===== src/rtl/cpu_sequencer_pkg.sv =====
// Shared types for the CPU reset/boot/halt sequencer: state encodings, the
// output bundle that each state drives, and the r > b > h event arbitration.
package cpu_sequencer_pkg;

    localparam int CNT_W        = 16;
    localparam int BOOT_COUNT_W = 8;

    typedef enum logic [2:0] {
        ST_WAIT  = 3'd0,
        ST_RESET = 3'd1,
        ST_BOOT  = 3'd2,
        ST_RUN   = 3'd3,
        ST_HALT  = 3'd4
    } seq_state_t;

    typedef struct packed {
        logic cpu_reset;
        logic cpu_boot;
        logic cpu_halt;
    } seq_out_t;

    typedef struct packed {
        logic       taken;
        seq_state_t target;
    } seq_jump_t;

    function automatic seq_out_t state_outputs(input seq_state_t s);
        seq_out_t o;
        o = '{cpu_reset: 1'b0, cpu_boot: 1'b0, cpu_halt: 1'b0};
        case (s)
            ST_WAIT, ST_RESET: o.cpu_reset = 1'b1;
            ST_BOOT:           o.cpu_boot  = 1'b1;
            ST_HALT:           o.cpu_halt  = 1'b1;
            default:           o.cpu_reset = 1'b0;
        endcase
        return o;
    endfunction

    // Lower-priority events in the same cycle are dropped, never queued.
    // A taken jump may target the current state (restart of RESET or BOOT).
    function automatic seq_jump_t event_jump(input seq_state_t s,
                                             input logic       ev_r,
                                             input logic       ev_b,
                                             input logic       ev_h);
        seq_jump_t j;
        j.taken  = 1'b0;
        j.target = s;
        if (s == ST_RESET || s == ST_BOOT || s == ST_RUN || s == ST_HALT) begin
            if (ev_r) begin
                j.taken  = 1'b1;
                j.target = ST_RESET;
            end else if (ev_b && (s == ST_RUN || s == ST_BOOT)) begin
                j.taken  = 1'b1;
                j.target = ST_BOOT;
            end else if (ev_h && s == ST_RUN) begin
                j.taken  = 1'b1;
                j.target = ST_HALT;
            end else if (ev_h && s == ST_HALT) begin
                j.taken  = 1'b1;
                j.target = ST_RUN;
            end
        end
        return j;
    endfunction

endpackage


===== src/rtl/cpu_sequencer_button_debounce.sv =====
// One front-panel button: 2-flop synchronizer, tick-sampled shift register,
// hysteresis level and a single-cycle pulse on the level's rising edge.
module button_debounce #(
    parameter int DEB_LEN = 10
) (
    input  logic sysclk,
    input  logic reset,
    input  logic raw,
    input  logic tick,
    output logic rise
);

    logic [1:0]         sync;
    logic [DEB_LEN-1:0] samples;
    logic [DEB_LEN-1:0] samples_next;
    logic               level;
    logic               level_prev;

    assign samples_next = {samples[DEB_LEN-2:0], sync[1]};

    // Level only moves on a unanimous window; mixed windows hold it.
    always_ff @(posedge sysclk or posedge reset) begin
        if (reset) begin
            sync       <= '0;
            samples    <= '0;
            level      <= 1'b0;
            level_prev <= 1'b0;
        end else begin
            sync       <= {sync[0], raw};
            level_prev <= level;
            if (tick) begin
                samples <= samples_next;
                if (&samples_next) begin
                    level <= 1'b1;
                end else if (~|samples_next) begin
                    level <= 1'b0;
                end
            end
        end
    end

    assign rise = level & ~level_prev;

endmodule


===== src/rtl/cpu_sequencer.sv =====
// Reset/boot/halt sequencer: waits for memory, times cpu_reset and cpu_boot,
// and handles debounced reset/boot/halt button events.
//
//   state | meaning
//   WAIT  | hold CPU in reset until memory init is done
//   RESET | timed cpu_reset pulse
//   BOOT  | timed cpu_boot pulse
//   RUN   | CPU running
//   HALT  | CPU halted, waiting for resume
module cpu_sequencer
    import cpu_sequencer_pkg::*;
#(
    parameter int RESET_CYCLES = 40,
    parameter int BOOT_CYCLES  = 16,
    parameter int DEB_DIV      = 32768,
    parameter int DEB_LEN      = 10
) (
    input  logic                    sysclk,
    input  logic                    reset,
    input  logic                    button_r,
    input  logic                    button_b,
    input  logic                    button_h,
    input  logic                    mem_ready,
    output logic                    cpu_reset,
    output logic                    cpu_boot,
    output logic                    cpu_halt,
    output logic                    interrupt,
    output logic [2:0]              seq_state,
    output logic [BOOT_COUNT_W-1:0] boot_count
);

    localparam int PRE_W = $clog2(DEB_DIV);
    localparam logic [PRE_W-1:0] PRE_RELOAD = PRE_W'(DEB_DIV - 1);
    localparam logic [CNT_W-1:0] RESET_LAST = CNT_W'(RESET_CYCLES - 1);
    localparam logic [CNT_W-1:0] BOOT_LAST  = CNT_W'(BOOT_CYCLES - 1);

    logic [PRE_W-1:0] pre;
    logic             tick;
    logic [1:0]       mem_sync;
    logic             ev_r;
    logic             ev_b;
    logic             ev_h;
    seq_state_t       state;
    logic [CNT_W-1:0] cnt;
    seq_out_t         outs;
    seq_jump_t        jump;

    assign tick = (pre == '0);

    always_ff @(posedge sysclk or posedge reset) begin
        if (reset) begin
            pre      <= '0;
            mem_sync <= '0;
        end else begin
            pre      <= tick ? PRE_RELOAD : pre - PRE_W'(1);
            mem_sync <= {mem_sync[0], mem_ready};
        end
    end

    button_debounce #(.DEB_LEN(DEB_LEN)) u_deb_r (
        .sysclk (sysclk),
        .reset  (reset),
        .raw    (button_r),
        .tick   (tick),
        .rise   (ev_r)
    );

    button_debounce #(.DEB_LEN(DEB_LEN)) u_deb_b (
        .sysclk (sysclk),
        .reset  (reset),
        .raw    (button_b),
        .tick   (tick),
        .rise   (ev_b)
    );

    button_debounce #(.DEB_LEN(DEB_LEN)) u_deb_h (
        .sysclk (sysclk),
        .reset  (reset),
        .raw    (button_h),
        .tick   (tick),
        .rise   (ev_h)
    );

    assign jump = event_jump(state, ev_r, ev_b, ev_h);

    always_ff @(posedge sysclk or posedge reset) begin
        if (reset) begin
            state      <= ST_WAIT;
            cnt        <= '0;
            outs       <= state_outputs(ST_WAIT);
            boot_count <= '0;
        end else if (jump.taken) begin
            state <= jump.target;
            cnt   <= '0;
            outs  <= state_outputs(jump.target);
        end else begin
            case (state)
                ST_WAIT: begin
                    if (mem_sync[1]) begin
                        state <= ST_RESET;
                        cnt   <= '0;
                        outs  <= state_outputs(ST_RESET);
                    end
                end
                ST_RESET: begin
                    if (cnt == RESET_LAST) begin
                        state <= ST_BOOT;
                        cnt   <= '0;
                        outs  <= state_outputs(ST_BOOT);
                    end else begin
                        cnt <= cnt + CNT_W'(1);
                    end
                end
                ST_BOOT: begin
                    if (cnt == BOOT_LAST) begin
                        state      <= ST_RUN;
                        cnt        <= '0;
                        outs       <= state_outputs(ST_RUN);
                        boot_count <= boot_count + BOOT_COUNT_W'(1);
                    end else begin
                        cnt <= cnt + CNT_W'(1);
                    end
                end
                ST_RUN, ST_HALT: begin
                    cnt <= '0;
                end
                default: begin
                    // Unreachable encodings fall back to the safe reset-held state.
                    state <= ST_WAIT;
                    cnt   <= '0;
                    outs  <= state_outputs(ST_WAIT);
                end
            endcase
        end
    end

    assign cpu_reset = outs.cpu_reset;
    assign cpu_boot  = outs.cpu_boot;
    assign cpu_halt  = outs.cpu_halt;
    assign interrupt = 1'b0;
    assign seq_state = state;

endmodule


===== config.mk =====
export PLATFORM = sky130hd
export DESIGN_NAME = cpu_sequencer
export DESIGN_NICKNAME = d
export VERILOG_FILES = /design/src/rtl/cpu_sequencer_pkg.sv /design/src/rtl/cpu_sequencer_button_debounce.sv /design/src/rtl/cpu_sequencer.sv
export SDC_FILE = /design/constraint.sdc
export NUM_CORES = 1
export LEC_CHECK = 0
export ABC_AREA = 0
export CELL_PAD_IN_SITES_DETAIL_PLACEMENT = 0
export CELL_PAD_IN_SITES_GLOBAL_PLACEMENT = 2
export CORE_AREA = 3 3 109 111
export DETAILED_ROUTE_END_ITERATION = 6
export DIE_AREA = 0 0 112 114
export PLACE_DENSITY_LB_ADDON = 0.25
export SYNTH_ARGS = -nofsm -noshare
export SYNTH_HDL_FRONTEND = slang
export SYNTH_SLANG_ARGS = --single-unit

===== constraint.sdc =====
create_clock -name sysclk -period 3.1 [get_ports sysclk]
set_input_delay 0.775 -clock sysclk [delete_from_list [all_inputs] [get_ports sysclk]]
set_output_delay 0.775 -clock sysclk [all_outputs]
set_load 0.05 [all_outputs]

==> results of run 1 <==
==> registers in the layout, summed over array words and instances (netlist names) <==
name and cells:
u_deb_r.sync 2, pre 15, u_deb_r.samples 9, u_deb_r.level_prev 1
u_deb_h.level 1, u_deb_b.sync 2, u_deb_b.samples 9, seq_state 3
u_deb_h.sync 2, mem_sync 2, u_deb_h.samples 9, cnt 16
u_deb_b.level 1, cpu_reset 1, u_deb_r.level 1, cpu_halt 1
cpu_boot 1, boot_count 8, u_deb_b.level_prev 1, u_deb_h.level_prev 1
==> worst max-delay path by stage <==
stage               slack, ns                        end             start  cells after the start
CTS                      0.20  u_deb_h.level$_DFFE_PP0P_  pre[5]$_DFF_PP0_                      5
global placement         0.26  u_deb_h.level$_DFFE_PP0P_  pre[5]$_DFF_PP0_                      5
global route             0.10  u_deb_h.level$_DFFE_PP0P_  pre[5]$_DFF_PP0_                      5
detailed placement       0.23  u_deb_r.level$_DFFE_PP0P_  pre[5]$_DFF_PP0_                      5
finish                   0.22  u_deb_b.level$_DFFE_PP0P_  pre[5]$_DFF_PP0_                      5
floorplan                0.10  boot_count[0]$_DFFE_PP0P_             reset                      1
==> per-stage QoR <==
stage	hold WS [ns]	cells	power, mW	worst slack, ns	util [%]
after floorplan	0.3312	358	1.744	0.1048	-
after global placement	0.3329	511	1.979	0.2615	39.78
after detailed placement	0.3362	511	1.975	0.2303	39.78
after CTS	0.3524	527	2.836	0.1988	41.74
after global routing	0.3558	527	2.952	0.1006	41.74
final	0.3496	527	2.792	0.2229	41.74
==> cells in the final DEF (no fill, tap or decap), types with 3 or more instances in the layout <==
cell type and count:
nand3_1 12, nor2b_1 5, clkdlybuf4s50_1 19, dfrtp_1 85, nor4_1 8, nor3_1 11
a22o_1 6, xnor2_1 12, or4_1 4, xor2_1 5, a31oi_1 6, and3_1 4
inv_1 9, inv_6 3, ha_1 3, nor2_1 14, a21oi_1 7, o21ai_0 15
clkbuf_8 10, or3_1 4, mux2_2 30, nand4_1 20, buf_4 10, a31o_2 3
nand2_1 35, o311ai_0 3
==> Yosys cell counts (all sizes together) (7+ instances only) <==
| cell | n |
|---|---|
| dfrtp | 85 |
| nand4 | 20 |
| nor2 | 14 |
| nor4 | 9 |
| clkbuf | 12 |
| nand3 | 12 |
| nand2 | 35 |
| a21oi | 7 |
| o21ai | 15 |
| mux2 | 30 |
| inv | 10 |
| xnor2 | 12 |
| nor3 | 11 |
==> layout make-up <==
cell class | instances | share of cell area [%]
Tap cell | 140 | 3.855
Clock inverter | 6 | 1.652
Sequential cell | 86 | 47.38
Clock buffer | 10 | 3.029
Inverter | 10 | 0.8535
Timing Repair Buffer | 30 | 6.278
Multi-Input combinational cell | 245 | 36.95
==> kinds of logic after synthesis <==
logic type,after synthesis,share of synthesized area (%)
simple gates,132,18.05
flops,86,54.70
compound gates,61,10.78
mux,31,8.837
buf+inv,27,2.797
xor+xnor,17,3.783
fa+ha+maj,3,0.9537
other cells,1,0.09527
==> layer usage <==
layer	routed length (um)	track usage, %
met4	48	4.407
met1	3766	17.43
met3	247	3.024
met5	0	0
met2	3551	20.74
==> power by group <==
part	switching [mW]	internal [mW]
registers	0.0392	1.18
clock network	0.437	0.409
logic	0.447	0.283
total	0.923	1.87
==> results.toml, run 1 <==
[status]
status = "complete, no violations"

[worst_setup_path]
end_kind = "register"
cp_top_family = "simple AND/OR/NAND/NOR gates"
start_kind = "register"
cp_common_cell = "or4_1"
criticalPathCategory = "register to register"
crit_buf_inv = 0
slowest_delay_ns = 0.62
crit_slowest_cell = "or4_1"
r2r-end = "u_deb_b.level$_DFFE_PP0P_"
cp_max_fo = 7
crit_chain = "or4_4, or4b_4, or4_1, or4_1, nand2_1"
rr_worst_depth = 5
rrSetupSlack_ns = 0.22
r2r-start = "pre[5]$_DFF_PP0_"
arrival_ns = 3.16
required_ns = 3.38

[timing]
setup_viol = 0
finalHoldViolCount = 0
setup-tns-final_ns = 0
rsz0062_at_grt = "no"
timing.fmax_ghz = 0.3476
period_needed_ns = 2.877
maxSlewHeadroom_pct = 55.46
tightest_slew_ns = 0.6673
skew_ns = 0.01561
slew_violations = 0
min_period_over_period_pct = 92.81

[logic_synthesis]
synth-seq-area-share_pct = 54.70
ys_ff_latch = 86
ys.flop_type = "dfrtp_1"
ys_warn_count = 0
yosysTopAreaCell = "dfrtp_1"
synth_nets = 367
synth_area_per_cell_sq_um = 11.00
postSynth.asyncResetShare_pct = 100.0
synth_area_leaders = "dfrtp_1 (54%), mux2_2 (8.6%), nand2_1 (3.3%)"
syn_area_sq_mm = 0.003936
synthCells = 358
synth_top_cell_area_share_pct = 54.04
synth_cell_types = 51
synth_edf_count = 0

[worst_hold_path]
min-delay-start = "u_deb_h.sync[0]$_DFF_PP0_"
min_to = "u_deb_h.sync[1]$_DFF_PP0_"
hold_depth = 0
min_path_type = "register to register"

[floorplan]
ioPinCount = 21
fp.coreArea_sq_mm = 0.01089
start_util_pct = 36.15
die_width_um = 112
rows = 38
die_h_um = 114
die-area_sq_mm = 0.01277

[grt]
grt_max_degree = 52
overflow = 0
antenna_found_initial = 0
grt_pass1_vias = 2805
grt_util_all_layers_pct = 12.95
grt_pass1_wl_um = 13630

[finish]
seqCellArea_sq_mm = 0.002153
n_antenna_cell = 0
fin_area_sq_mm = 0.004544
fillers = 1057
drive_gt1_share_pct = 17.05
layout.nets = 391
area_growth_pct = 15.45
multi_input_area_sq_mm = 0.001679

[pwr]
leakage_nw = 1.946
ir_worst_vdd_mv = 0.2881
pwr_density_cell_mw_per_mm2 = 614.4

[route]
wire_per_inst_um = 14.45
detail-route-antenna-nets = 0
drt_first_pass_iters = 4
viasPerCell = 5.264
routed_wl_um = 7614
drt_iter0_markers = 154
drc = 0
via_count = 2774

[place]
dp.final_hpwl_um = 5140
numPortBuffers = 19
gp_congestion = 0.7524
placed_cell_area_sq_mm = 0.004332

[clock_network]
cts_root_buffer = "clkbuf_8"
cts_sinks = 86
cts_hold_buf = 0
h-tree-depth = 3
clockBufferDepth = 2
tritoncts = "yes"
clkTransAtPathRegs_ns = 0.10
cts_buffers = 9
cts_setup_buffers = 0
clk_latency_ns = 0.35
cts.repair.resized = 0

[job]
cap_violations = 0
(Power assumes the default switching activity.)
==> run 2: changes to the inputs <==
--- a/config.mk
+++ b/config.mk
@@ -11,7 +11,7 @@
 export CORE_AREA = 3 3 109 111
 export DETAILED_ROUTE_END_ITERATION = 6
 export DIE_AREA = 0 0 112 114
-export PLACE_DENSITY_LB_ADDON = 0.25
+export PLACE_DENSITY = 0.78
 export SYNTH_ARGS = -nofsm -noshare
 export SYNTH_HDL_FRONTEND = slang
 export SYNTH_SLANG_ARGS = --single-unit
==> run 2 against run 1 <==
  * Setup slack got worse by 0.025 ns
  * Sequential power about the same
  * Maximum frequency fell by 0.87%
  * Clock power decreased by 2%
  * Highest routed layer unchanged
  * Final area down 0.25%
  * First-iteration DRC count down 13%
==> results.toml, run 2 (synthesis results as in run 1) <==
[grt]
grt_pass1_vias = 2653
grt_util_all_layers_pct = 13.11
grt_max_degree = 45
use_met2_pct = 19.26
global_route.peak_usage_layer = "met2"
grt_pass1_wl_um = 13460
use_met1_pct = 18.61
met3_usage_pct = 2.812
overflow = 0
antenna_found_initial = 0

[route]
viasPerCell = 5.278
detail-route-antenna-nets = 0
drt_iter0_markers = 134
routed_wl_um = 7714
via_count = 2776
drt_first_pass_iters = 4
wire_per_inst_um = 14.67
drc = 0

[worst_setup_path]
criticalPathCategory = "register to register"
worstSetupStartpoint = "pre[5]$_DFF_PP0_"
arrival_ns = 3.20
required_ns = 3.39
start_kind = "register"
end_kind = "register"
cp_max_fo = 6
r2r-start = "pre[5]$_DFF_PP0_"

[floorplan]
die_h_um = 114
die_width_um = 112
rows = 38
fp.coreArea_sq_mm = 0.01089
die-area_sq_mm = 0.01277
start_util_pct = 36.15
ioPinCount = 21

[finish]
drive_gt1_share_pct = 16.58
fillers = 1073
final_common_cell = "dfrtp_1"
final_cell_mix = "dfrtp_1 (85), nand2_1 (35), mux2_2 (30), nand4_1 (20), clkdlybuf4s50_1 (19)"
seqCellArea_sq_mm = 0.002153
top_regs = "cnt: 16 flops, pre: 15 flops"
fin_cells = 526
layout.nets = 390
area_growth_pct = 15.16
regMostFlops = "cnt"
largest_reg_flops = 16
multi_input_area_sq_mm = 0.001679
n_antenna_cell = 0

[pwr]
ir_worst_vdd_mv = 0.2331
leakage_nw = 1.934
pwr_density_cell_mw_per_mm2 = 609.6
power_mw = 2.764

[place]
gp_congestion = 0.7456
dp.final_hpwl_um = 5296
numPortBuffers = 19
post-place-cells = 510

[clock_network]
cts_sinks = 86
h-tree-depth = 3
clk_latency_ns = 0.36
clockBufferDepth = 2
cts.repair.resized = 0
cts_buffers = 9
cts_setup_buffers = 0
cts_hold_buf = 0
cts_root_buffer = "clkbuf_8"
clkTransAtPathRegs_ns = 0.09
tritoncts = "yes"

[timing]
period_needed_ns = 2.902
setup-tns-final_ns = 0
slew_violations = 0
maxSlewHeadroom_pct = 64.60
setup_viol = 0
timing.fmax_ghz = 0.3445
tightest_slew_ns = 0.5310
rsz0062_at_grt = "no"
finalHoldViolCount = 0
skew_ns = 0.01073
min_period_over_period_pct = 93.62

[worst_hold_path]
min_path_type = "register to register"
min-delay-start = "u_deb_b.sync[0]$_DFF_PP0_"

[job]
cap_violations = 0

[status]
status = "complete, no violations"
==> run 2: per-layer routing <==
metal	routed length, um	vias to the layer above
li1	-	1370
met1	3814	1362
met2	3513	32
met3	228	12
met4	157	0
met5	0	-
==> run 2: path summary, 6_finish.rpt <==
check | endpoint | slack, ns | cells past startpoint
setup reg to reg | u_deb_b.level$_DFFE_PP0P_ | 0.20 | 5
min in group asynchronous | u_deb_r.sync[0]$_DFF_PP0_ | 0.57 | 2
setup / recovery | u_deb_b.level$_DFFE_PP0P_ | 0.20 | 5
max in group asynchronous | u_deb_b.samples[5]$_DFFE_PP0P_ | 1.82 | 3
hold reg to reg | u_deb_b.sync[1]$_DFF_PP0_ | 0.36 | 0
hold / removal | u_deb_b.sync[1]$_DFF_PP0_ | 0.36 | 0
==> run 2: worst max-delay path, cell delays in order, from the launching register on <==
cell and delay, ns:
dfrtp_1 0.44, or4_4 0.57, or4b_4 0.56, or4_1 0.62, or4_1 0.57, nand2_1 0.08
==> run 2: area by class of cell <==
class / count / share of cell area (%)
flip-flops and latches: 86 / 47.50
multi-input cells: 245 / 37.04
repair buffers: 29 / 6.128
well taps: 140 / 3.864
clock buffers: 12 / 3.423
clock inverters: 4 / 1.187
inverters: 10 / 0.8556
==> run 2: through the flow <==
step | utilization (%) | hold slack [ns] | instance area, sq um | setup slack, ns
6_report | 41.63 | 0.3567 | 4533 | 0.1976
3_5_place_dp | 39.72 | 0.3355 | 4324 | 0.2124
4_1_cts | 41.63 | 0.3601 | 4533 | 0.1803
3_3_place_gp | 39.72 | 0.3315 | 4324 | 0.3020
5_1_grt | 41.63 | 0.3626 | 4533 | 0.08497
2_1_floorplan | - | 0.3312 | 3936 | 0.1048
==> run 2: power by group <==
part	switching, mW	internal (mW)	leakage (nW)	total, mW
registers	0.0747	1.18	1.10	1.25
logic	0.409	0.274	0.730	0.682
clock network	0.411	0.420	0.0992	0.831
==> run 3: changes to the inputs <==
--- a/config.mk
+++ b/config.mk
@@ -8,9 +8,9 @@
 export ABC_AREA = 0
 export CELL_PAD_IN_SITES_DETAIL_PLACEMENT = 0
 export CELL_PAD_IN_SITES_GLOBAL_PLACEMENT = 2
-export CORE_AREA = 3 3 109 111
+export CORE_AREA = 2 2 108 110
 export DETAILED_ROUTE_END_ITERATION = 6
-export DIE_AREA = 0 0 112 114
+export DIE_AREA = 0 0 110 112
 export PLACE_DENSITY = 0.78
 export SYNTH_ARGS = -nofsm -noshare
 export SYNTH_HDL_FRONTEND = slang
==> run 3 against run 2 <==
  * Critical path depth stayed put
  * Routed wire length shrank 1.8%
  * Flip-flop and latch count is the same
  * Clock power grew 28%
  * Register-to-register slack improved by 0.06 ns
  * First-iteration DRC count up 90%
  * Die area fell by 3.5%
  * Count of clock-buffer cells in the layout down 2
  * Setup slack improved by 0.064 ns
==> results.toml, run 3 (synthesis results as in run 1) <==
[clock_network]
cts_sinks = 86
cts_setup_buffers = 0
clk_latency_ns = 0.32
clockBufferDepth = 2
cts.repair.resized = 0
tritoncts = "yes"
clkTransAtPathRegs_ns = 0.06
cts_hold_buf = 0
cts_buffers = 9
cts_root_buffer = "clkbuf_16"
h-tree-depth = 3

[grt]
overflow = 0
grt_util_all_layers_pct = 13.30
grt_max_degree = 63
grt_pass1_vias = 2761
grt_pass1_wl_um = 13340
antenna_found_initial = 0

[route]
drt_iter0_markers = 254
drt_first_pass_iters = 4
via_count = 2797
routed_wl_um = 7578
detail-route-antenna-nets = 0
routed-wl-met2_um = 3732
top_layer_used = "met4"
routedLengthMet1_um = 3622
drc = 0
viasPerCell = 5.307
dr_wl_met3_um = 173
wire_per_inst_um = 14.38

[place]
gp_congestion = 0.7779
numPortBuffers = 19
dp.final_hpwl_um = 5115
placed_cell_area_sq_mm = 0.004313

[finish]
seqCellArea_sq_mm = 0.002153
area_growth_pct = 17.20
fin_area_sq_mm = 0.004613
multi_input_area_sq_mm = 0.001679
final_common_cell = "dfrtp_1"
drive_gt1_share_pct = 16.41
layout.nets = 388
n_antenna_cell = 0
fillers = 1069
final_cell_mix = "dfrtp_1 (85), nand2_1 (35), mux2_2 (30), nand4_1 (20), clkdlybuf4s50_1 (19)"
top_regs = "cnt: 16 flops, pre: 15 flops"
largest_reg_flops = 16
regMostFlops = "cnt"

[floorplan]
die_h_um = 112
ioPinCount = 21
fp.coreArea_sq_mm = 0.01117
start_util_pct = 35.23
die-area_sq_mm = 0.01232
rows = 39
die_width_um = 110

[timing]
maxSlewHeadroom_pct = 65.63
min_period_over_period_pct = 91.55
rsz0062_at_grt = "no"
tightest_slew_ns = 0.5155
setup_viol = 0
skew_ns = 0.006757
slew_violations = 0
finalHoldViolCount = 0
timing.fmax_ghz = 0.3523
setup-tns-final_ns = 0
period_needed_ns = 2.838

[pwr]
pwr_density_cell_mw_per_mm2 = 646.5
leakage_nw = 1.973
power_mw = 2.982
ir_worst_vdd_mv = 0.3255

[worst_setup_path]
slowest_delay_ns = 0.59
cp_common_cell = "or4_1"
arrival_ns = 3.10
crit_chain = "or4_4, or4b_4, or4_1, or4_1, nand2_1"
criticalPathCategory = "register to register"
start_kind = "register"
required_ns = 3.36
crit_slowest_cell = "or4_1"
end_kind = "register"
cp_max_fo = 6

[worst_hold_path]
min_path_type = "register to register"

[job]
cap_violations = 0

[status]
status = "complete, no violations"
## run 3: changes by cell type in the layout (fill, tap and decap cells not counted), sizes merged
cell and delta:
clkbuf -2, clkinvlp -1, clkinv +4, inv -1
buf -2
## run 3: final timing paths
kind                                            from                        end  slack (ns)  depth (start not counted)
min reg2reg                u_deb_b.sync[0]$_DFF_PP0_  u_deb_b.sync[1]$_DFF_PP0_        0.35                          0
max                                 pre[5]$_DFF_PP0_  u_deb_b.level$_DFFE_PP0P_        0.26                          5
min                        u_deb_b.sync[0]$_DFF_PP0_  u_deb_b.sync[1]$_DFF_PP0_        0.35                          0
min in group asynchronous                      reset         cnt[8]$_DFFE_PP0P_        0.79                          2
max in group asynchronous                      reset      mem_sync[1]$_DFF_PP0_        1.65                          3
max reg2reg                         pre[5]$_DFF_PP0_  u_deb_b.level$_DFFE_PP0P_        0.26                          5
## run 3: routing by layer
metal  GRT usage [%]  up-vias
met5               0        -
met2           21.19       34
met3           2.810        4
met4           2.532        0
li1                -     1360
met1           18.76     1399
## run 3: final cells by class
cell class / count / share of cell area, %
Clock buffer: 10 / 5.180
Clock inverter: 6 / 1.329
Inverter: 10 / 0.8408
Multi-Input combinational cell: 245 / 36.40
Sequential cell: 86 / 46.68
Tap cell: 143 / 3.879
Timing Repair Buffer: 27 / 5.696
## run 3: through the flow
step           worst slack [ns]  hold WS, ns  std cells  util, %
2_1_floorplan            0.1048       0.3312        358        -
4_1_cts                  0.2394       0.3505        527    41.28
6_report                 0.2618       0.3480        527    41.28
3_5_place_dp             0.2616       0.3365        511    38.60
3_3_place_gp             0.3085       0.3328        511    38.60
5_1_grt                  0.1494       0.3560        527    41.28
## run 3: where the power goes
| group | switching (mW) | internal [mW] |
|---|---|---|
| Clock | 0.418 | 0.643 |
| Sequential | 0.0714 | 1.18 |
| Combinational | 0.405 | 0.267 |
| Total | 0.894 | 2.09 |
## run 3: critical path, delay by kind of cell, from the launching register on
family	cells	cell delay, ns
DFF	1	0.42
and+or+nand+nor	5	2.34
